File: config.mk
export PLATFORM = sky130hd
export DESIGN_NAME = pc_control
export DESIGN_NICKNAME = d
export VERILOG_FILES = /design/src/rtl/wisc_pkg.sv /design/src/rtl/branch_cond.sv /design/src/rtl/pc_control.sv
export SDC_FILE = /design/constraint.sdc
export NUM_CORES = 1
export LEC_CHECK = 0
export ABC_AREA = 1
export BUFFER_PORTS_ARGS = -buffer_cell sky130_fd_sc_hd__buf_2
export CAP_MARGIN = 20
export CORE_ASPECT_RATIO = 1.4
export CORE_MARGIN = 5
export CORE_UTILIZATION = 40
export DETAILED_ROUTE_END_ITERATION = 12
export GPL_ROUTABILITY_DRIVEN = 0
export PLACE_DENSITY = 0.69
export SYNTH_ARGS = -nofsm -noshare
export SYNTH_HDL_FRONTEND = slang
export SYNTH_SLANG_ARGS = --single-unit
export TNS_END_PERCENT = 10
File: constraint.sdc
create_clock -name clk -period 3.3 [get_ports clk]
set_input_delay 0.165 -clock clk [delete_from_list [all_inputs] [get_ports clk]]
set_output_delay 0.165 -clock clk [all_outputs]
set_load 0.01 [all_outputs]
File: src/rtl/wisc_pkg.sv
// Shared constants for the WISC 16-bit core.
// Holds the opcode map, branch condition codes, flag-register bit positions and
// the run/halt state encoding used by the PC control unit.
package wisc_pkg;

  localparam logic [3:0] OP_ADD    = 4'b0000;
  localparam logic [3:0] OP_SUB    = 4'b0001;
  localparam logic [3:0] OP_XOR    = 4'b0010;
  localparam logic [3:0] OP_RED    = 4'b0011;
  localparam logic [3:0] OP_SLL    = 4'b0100;
  localparam logic [3:0] OP_SRA    = 4'b0101;
  localparam logic [3:0] OP_ROR    = 4'b0110;
  localparam logic [3:0] OP_PADDSB = 4'b0111;
  localparam logic [3:0] OP_LW     = 4'b1000;
  localparam logic [3:0] OP_SW     = 4'b1001;
  localparam logic [3:0] OP_LLB    = 4'b1010;
  localparam logic [3:0] OP_LHB    = 4'b1011;
  localparam logic [3:0] OP_B      = 4'b1100;
  localparam logic [3:0] OP_BR     = 4'b1101;
  localparam logic [3:0] OP_PCS    = 4'b1110;
  localparam logic [3:0] OP_HLT    = 4'b1111;

  localparam logic [2:0] CC_NE   = 3'b000;
  localparam logic [2:0] CC_EQ   = 3'b001;
  localparam logic [2:0] CC_GT   = 3'b010;
  localparam logic [2:0] CC_LT   = 3'b011;
  localparam logic [2:0] CC_GTE  = 3'b100;
  localparam logic [2:0] CC_LTE  = 3'b101;
  localparam logic [2:0] CC_OVFL = 3'b110;
  localparam logic [2:0] CC_UNC  = 3'b111;

  localparam int unsigned FLAG_Z = 2;
  localparam int unsigned FLAG_V = 1;
  localparam int unsigned FLAG_N = 0;

  typedef enum logic {
    StRun,
    StHalt
  } pc_state_e;

endpackage

File: src/rtl/branch_cond.sv
// Branch condition evaluator.
// Purely combinational: decodes the 3-bit condition code against the {Z,V,N}
// flag register and reports whether the condition holds.
// Ports:
//   ccc   in  3  condition code (instruction[11:9])
//   flags in  3  {Z,V,N} flag register
//   cond  out 1  condition is true
module branch_cond
  import wisc_pkg::*;
(
  input  logic [2:0] ccc,
  input  logic [2:0] flags,
  output logic       cond
);

  logic z, v, n;

  assign z = flags[FLAG_Z];
  assign v = flags[FLAG_V];
  assign n = flags[FLAG_N];

  always_comb begin
    cond = 1'b0;
    unique case (ccc)
      CC_NE:   cond = ~z;
      CC_EQ:   cond = z;
      CC_GT:   cond = ~z & ~n;
      CC_LT:   cond = n;
      CC_GTE:  cond = z | ~n;
      CC_LTE:  cond = n | z;
      CC_OVFL: cond = v;
      CC_UNC:  cond = 1'b1;
      default: cond = 1'b0;
    endcase
  end

endmodule

File: src/rtl/pc_control.sv
// Program-counter and branch-resolution unit for the WISC single-cycle core.
// Holds the PC, the {Z,V,N} flag register and the run/halt state; resolves B/BR
// and produces the next fetch address plus the PC+2 write-back value for PCS.
// Ports:
//   clk, rst            clock; synchronous active-high reset
//   opcode, ccc, imm9   fields of the current instruction
//   br_target           rs value used as the BR target
//   alu_z/alu_v/alu_n   ALU flag results for the current instruction
//   stall               hold PC, flags and state (ignored once halted)
//   pc, pc_plus2        registered fetch address and its successor
//   branch_taken        current B/BR redirects the PC
//   flags, halted       flag register and halt status
module pc_control
  import wisc_pkg::*;
#(
  parameter int unsigned          ADDR_W   = 16,
  parameter logic [ADDR_W-1:0]    RESET_PC = '0
) (
  input  logic              clk,
  input  logic              rst,
  input  logic [3:0]        opcode,
  input  logic [2:0]        ccc,
  input  logic [8:0]        imm9,
  input  logic [ADDR_W-1:0] br_target,
  input  logic              alu_z,
  input  logic              alu_v,
  input  logic              alu_n,
  input  logic              stall,
  output logic [ADDR_W-1:0] pc,
  output logic [ADDR_W-1:0] pc_plus2,
  output logic              branch_taken,
  output logic [2:0]        flags,
  output logic              halted
);

  localparam logic [ADDR_W-1:0] ALIGN_MASK = ~{{(ADDR_W-1){1'b0}}, 1'b1};

  pc_state_e         state_q, state_d;
  logic [ADDR_W-1:0] pc_q, pc_d;
  logic [2:0]        flags_q, flags_d;

  logic              run;
  logic              cond;
  logic              is_branch;
  logic [ADDR_W-1:0] b_offset;
  logic [ADDR_W-1:0] target;

  branch_cond u_branch_cond (
    .ccc   (ccc),
    .flags (flags_q),
    .cond  (cond)
  );

  assign run       = (state_q == StRun);
  assign is_branch = (opcode[3:1] == 3'b110);
  assign pc_plus2  = pc_q + ADDR_W'(2);

  // Word offset: sign-extend imm9 and scale by two bytes.
  assign b_offset  = {{(ADDR_W-10){imm9[8]}}, imm9, 1'b0};

  assign branch_taken = run & is_branch & cond;

  always_comb begin
    target = pc_plus2;
    if (branch_taken) begin
      if (opcode == OP_B) target = pc_plus2 + b_offset;
      else                target = br_target & ALIGN_MASK;
    end
  end

  always_comb begin
    state_d = state_q;
    pc_d    = pc_q;
    flags_d = flags_q;
    if (run && !stall) begin
      if (opcode == OP_HLT) begin
        // PC stays on the HLT address.
        state_d = StHalt;
      end else begin
        pc_d = target;
      end
      unique case (opcode)
        OP_ADD, OP_SUB: flags_d = {alu_z, alu_v, alu_n};
        OP_XOR, OP_SLL, OP_SRA, OP_ROR: flags_d[FLAG_Z] = alu_z;
        default: ;
      endcase
    end
  end

  always_ff @(posedge clk) begin
    if (rst) begin
      state_q <= StRun;
      pc_q    <= RESET_PC;
      flags_q <= 3'b000;
    end else begin
      state_q <= state_d;
      pc_q    <= pc_d;
      flags_q <= flags_d;
    end
  end

  assign pc     = pc_q;
  assign flags  = flags_q;
  assign halted = (state_q == StHalt);

endmodule
==> results.json <==
{
  "status": "complete, no violations",
  "max_freq_ghz": 0.3581,
  "place.port_buffers": 71,
  "final_max_slew_viol_count": 0,
  "wl_um": 6688,
  "startpoint_type": "flip-flop",
  "r2r_slack_ns": 0.51,
  "rsz0062_at_grt": "false",
  "hold_class": "in -> reg",
  "min_period_ns": 2.793,
  "synth_top_area_share_pct": 16.51,
  "hpwl_um": 5486,
  "vias": 2585,
  "r2r-end": "pc[12]$_SDFFE_PP0P_",
  "cts_buffer_depth": 2,
  "ys.flop_type": "dfxtp_1",
  "reg2reg_depth": 12,
  "crit_end": "pc[12]$_SDFFE_PP0P_",
  "syn_to_final_growth_pct": 18.96,
  "die_area_mm2": 0.007398,
  "clock_sinks": 19,
  "placed_cell_area_mm2": 0.002691,
  "boundaryPins": 75,
  "p_per_area_mw_per_mm2": 277.0,
  "avgRoutedWirePerCell_um": 12.96,
  "crit_path_start": "pc[1]$_SDFFE_PP0P_",
  "fin_cells": 516,
  "leakage_nw": 1.456,
  "grt_max_degree": 22,
  "cts_resized": 0,
  "n_antenna_cell": 0,
  "cts_tree": "done",
  "layout_setup_ws_ns": 0.5071,
  "setup_viol_count_final": 0,
  "core_area_mm2": 0.005565,
  "hold_violations": 0,
  "final.fill_count": 618,
  "netlist_instances": 382,
  "synth_edf_count": 0,
  "ys_seq_elements": 19,
  "post-place-ws_ns": 0.5244,
  "firstDrtPassIters": 4,
  "via_per_inst": 5.010,
  "timing.setup.tns_ns": 0,
  "grt_pass1_wl_um": 11120,
  "htreeDepth": 1,
  "yosys-top-cells-area": "dfxtp_1 (17%), nand2_1 (16%), ha_1 (9.8%)",
  "grt_overflow_total": 0,
  "row_count": 32,
  "placed_cells": 512,
  "cts-root-buf": "clkbuf_8",
  "die_h_um": 99.79,
  "layout.nets": 506,
  "cap_violations": 0,
  "critical_path_required_ns": 3.49,
  "total_power_mw": 0.7590,
  "grt_antenna_before_repair": 0,
  "synth_cell_types": 34,
  "grt_pass1_vias": 2564,
  "cts_hold_buffers": 0,
  "die_x_um": 74.14,
  "initial_core_util_pct": 41.39,
  "tightest_slew_ns": 0.7916,
  "synth_warnings": 0,
  "clk_latency_ns": 0.27,
  "drc_errors": 0,
  "syn_avg_cell_area_um2": 6.030,
  "critical_path_class": "reg -> reg",
  "final_area_mm2": 0.002740,
  "grt_use_total_pct": 18.59,
  "relSlewSlack_pct": 47.10,
  "fin_skew_ns": 0.008120,
  "cp-end-kind": "flip-flop",
  "drt_iter0_markers": 80,
  "post_cts.repair.setup_buffers": 0,
  "synth.cell_area_mm2": 0.002303,
  "drive_gt1_share_pct": 22.32,
  "numCtsBuffers": 3,
  "synth_top_cell_by_area": "dfxtp_1",
  "async_reset_ff_share_pct": 0,
  "yosysSeqAreaShare_pct": 16.51,
  "r2r_start": "pc[1]$_SDFFE_PP0P_",
  "critPathMaxFanout": 6,
  "layout_common_cells": "nand2_1 (101), buf_2 (71), nor2_1 (45)",
  "layout_commonest_cell": "nand2_1",
  "irDropWorstVdd_uv": 269.0,
  "crit_arrival_ns": 2.98,
  "clk_pin_slew_worst_paths_ns": 0.08,
  "ant_nets": 0,
  "period_share_pct": 84.63
}
==> cell usage after synthesis (2+ instances only) <==
cell	n
nand2_1	101
a21oi_1	32
ha_1	18
o21ai_1	5
a21oi_2	3
nor3_1	3
a21boi_0	2
inv_2	4
xnor2_1	5
nand4_1	7
nor2_2	2
nand3_1	24
nor2_1	45
inv_1	44
dfxtp_1	19
nand3b_1	2
o21ai_0	21
clkbuf_1	3
nand2_2	3
nor2_4	3
buf_4	5
o211ai_1	3
a31oi_1	2
nand3_2	5
buf_2	3
xor2_1	10
==> worst max-delay path, stage by stage, from the launching register on <==
cell and delay, ns:
dfxtp_1 0.42, ha_1 0.23, nand3_2 0.13, nor2_4 0.20, nand2_1 0.10, xnor2_1 0.42, ha_1 0.33, a21oi_1 0.17
a21boi_0 0.26, nand3_1 0.11, nand3_1 0.11, nand2_1 0.08, a21oi_1 0.15
==> state kept, by name (all words and copies together), names as in the netlist <==
signal / flops
halted: 1
flags: 3
pc: 15
==> power by group <==
part / internal (mW) / switching (mW) / leakage [nW] / total (mW)
Clock: 0.0854 / 0.0867 / 0.0217 / 0.172
Sequential: 0.244 / 0.0232 / 0.156 / 0.267
Combinational: 0.126 / 0.194 / 1.28 / 0.320
Total: 0.455 / 0.304 / 1.46 / 0.759
==> through the flow <==
step / utilization [%] / hold slack, ns
after floorplan: - / 0.2341
after global placement: 48.36 / 0.4304
after detailed placement: 48.36 / 0.4350
after CTS: 49.24 / 0.1554
after global routing: 49.24 / 0.1649
final: 49.24 / 0.1588
==> layer usage <==
metal | track usage, % | routed length [um] | part of all wire [%] | vias to the layer above
met5 | 0 | 0 | 0 | -
met4 | 5.160 | 140 | 2.1 | 0
met3 | 3.707 | 398 | 6.0 | 14
met2 | 32.58 | 3347 | 50 | 66
met1 | 22.59 | 2802 | 42 | 1134
li1 | - | - | - | 1371
==> cells by family after synthesis <==
family	count (synthesis)	share of synthesized area (%)
other	1	0.1628
DFF	19	16.51
buffers and inverters	59	10.59
and+or+nand+nor	197	38.40
AOI/OAI and AO/OA	70	16.57
xor gates and xnor gates	17	7.116
adders and majority gates	19	10.65
==> how the worst min path moves through the flow <==
stage          startpoint                  end  depth (start not counted)
2_1_floorplan         rst  pc[10]$_SDFFE_PP0P_                          1
3_3_place_gp          rst  pc[10]$_SDFFE_PP0P_                          2
3_5_place_dp          rst  pc[10]$_SDFFE_PP0P_                          2
4_1_cts               rst  pc[10]$_SDFFE_PP0P_                          2
5_1_grt               rst  halted$_SDFFE_PP0P_                          2
6_report              rst   pc[8]$_SDFFE_PP0P_                          2
==> layout make-up <==
| type | count | area (um^2) | share of cell area (%) |
|---|---|---|---|
| Clock buffer | 3 | 41.29 | 1.507 |
| Clock inverter | 1 | 7.507 | 0.2740 |
| Inverter | 48 | 180.2 | 6.575 |
| Multi-Input combinational cell | 305 | 1683 | 61.42 |
| Sequential cell | 19 | 380.4 | 13.88 |
| Tap cell | 68 | 85.08 | 3.105 |
| Timing Repair Buffer | 72 | 362.8 | 13.24 |
Note: power is estimated with default switching activity, not from simulation.
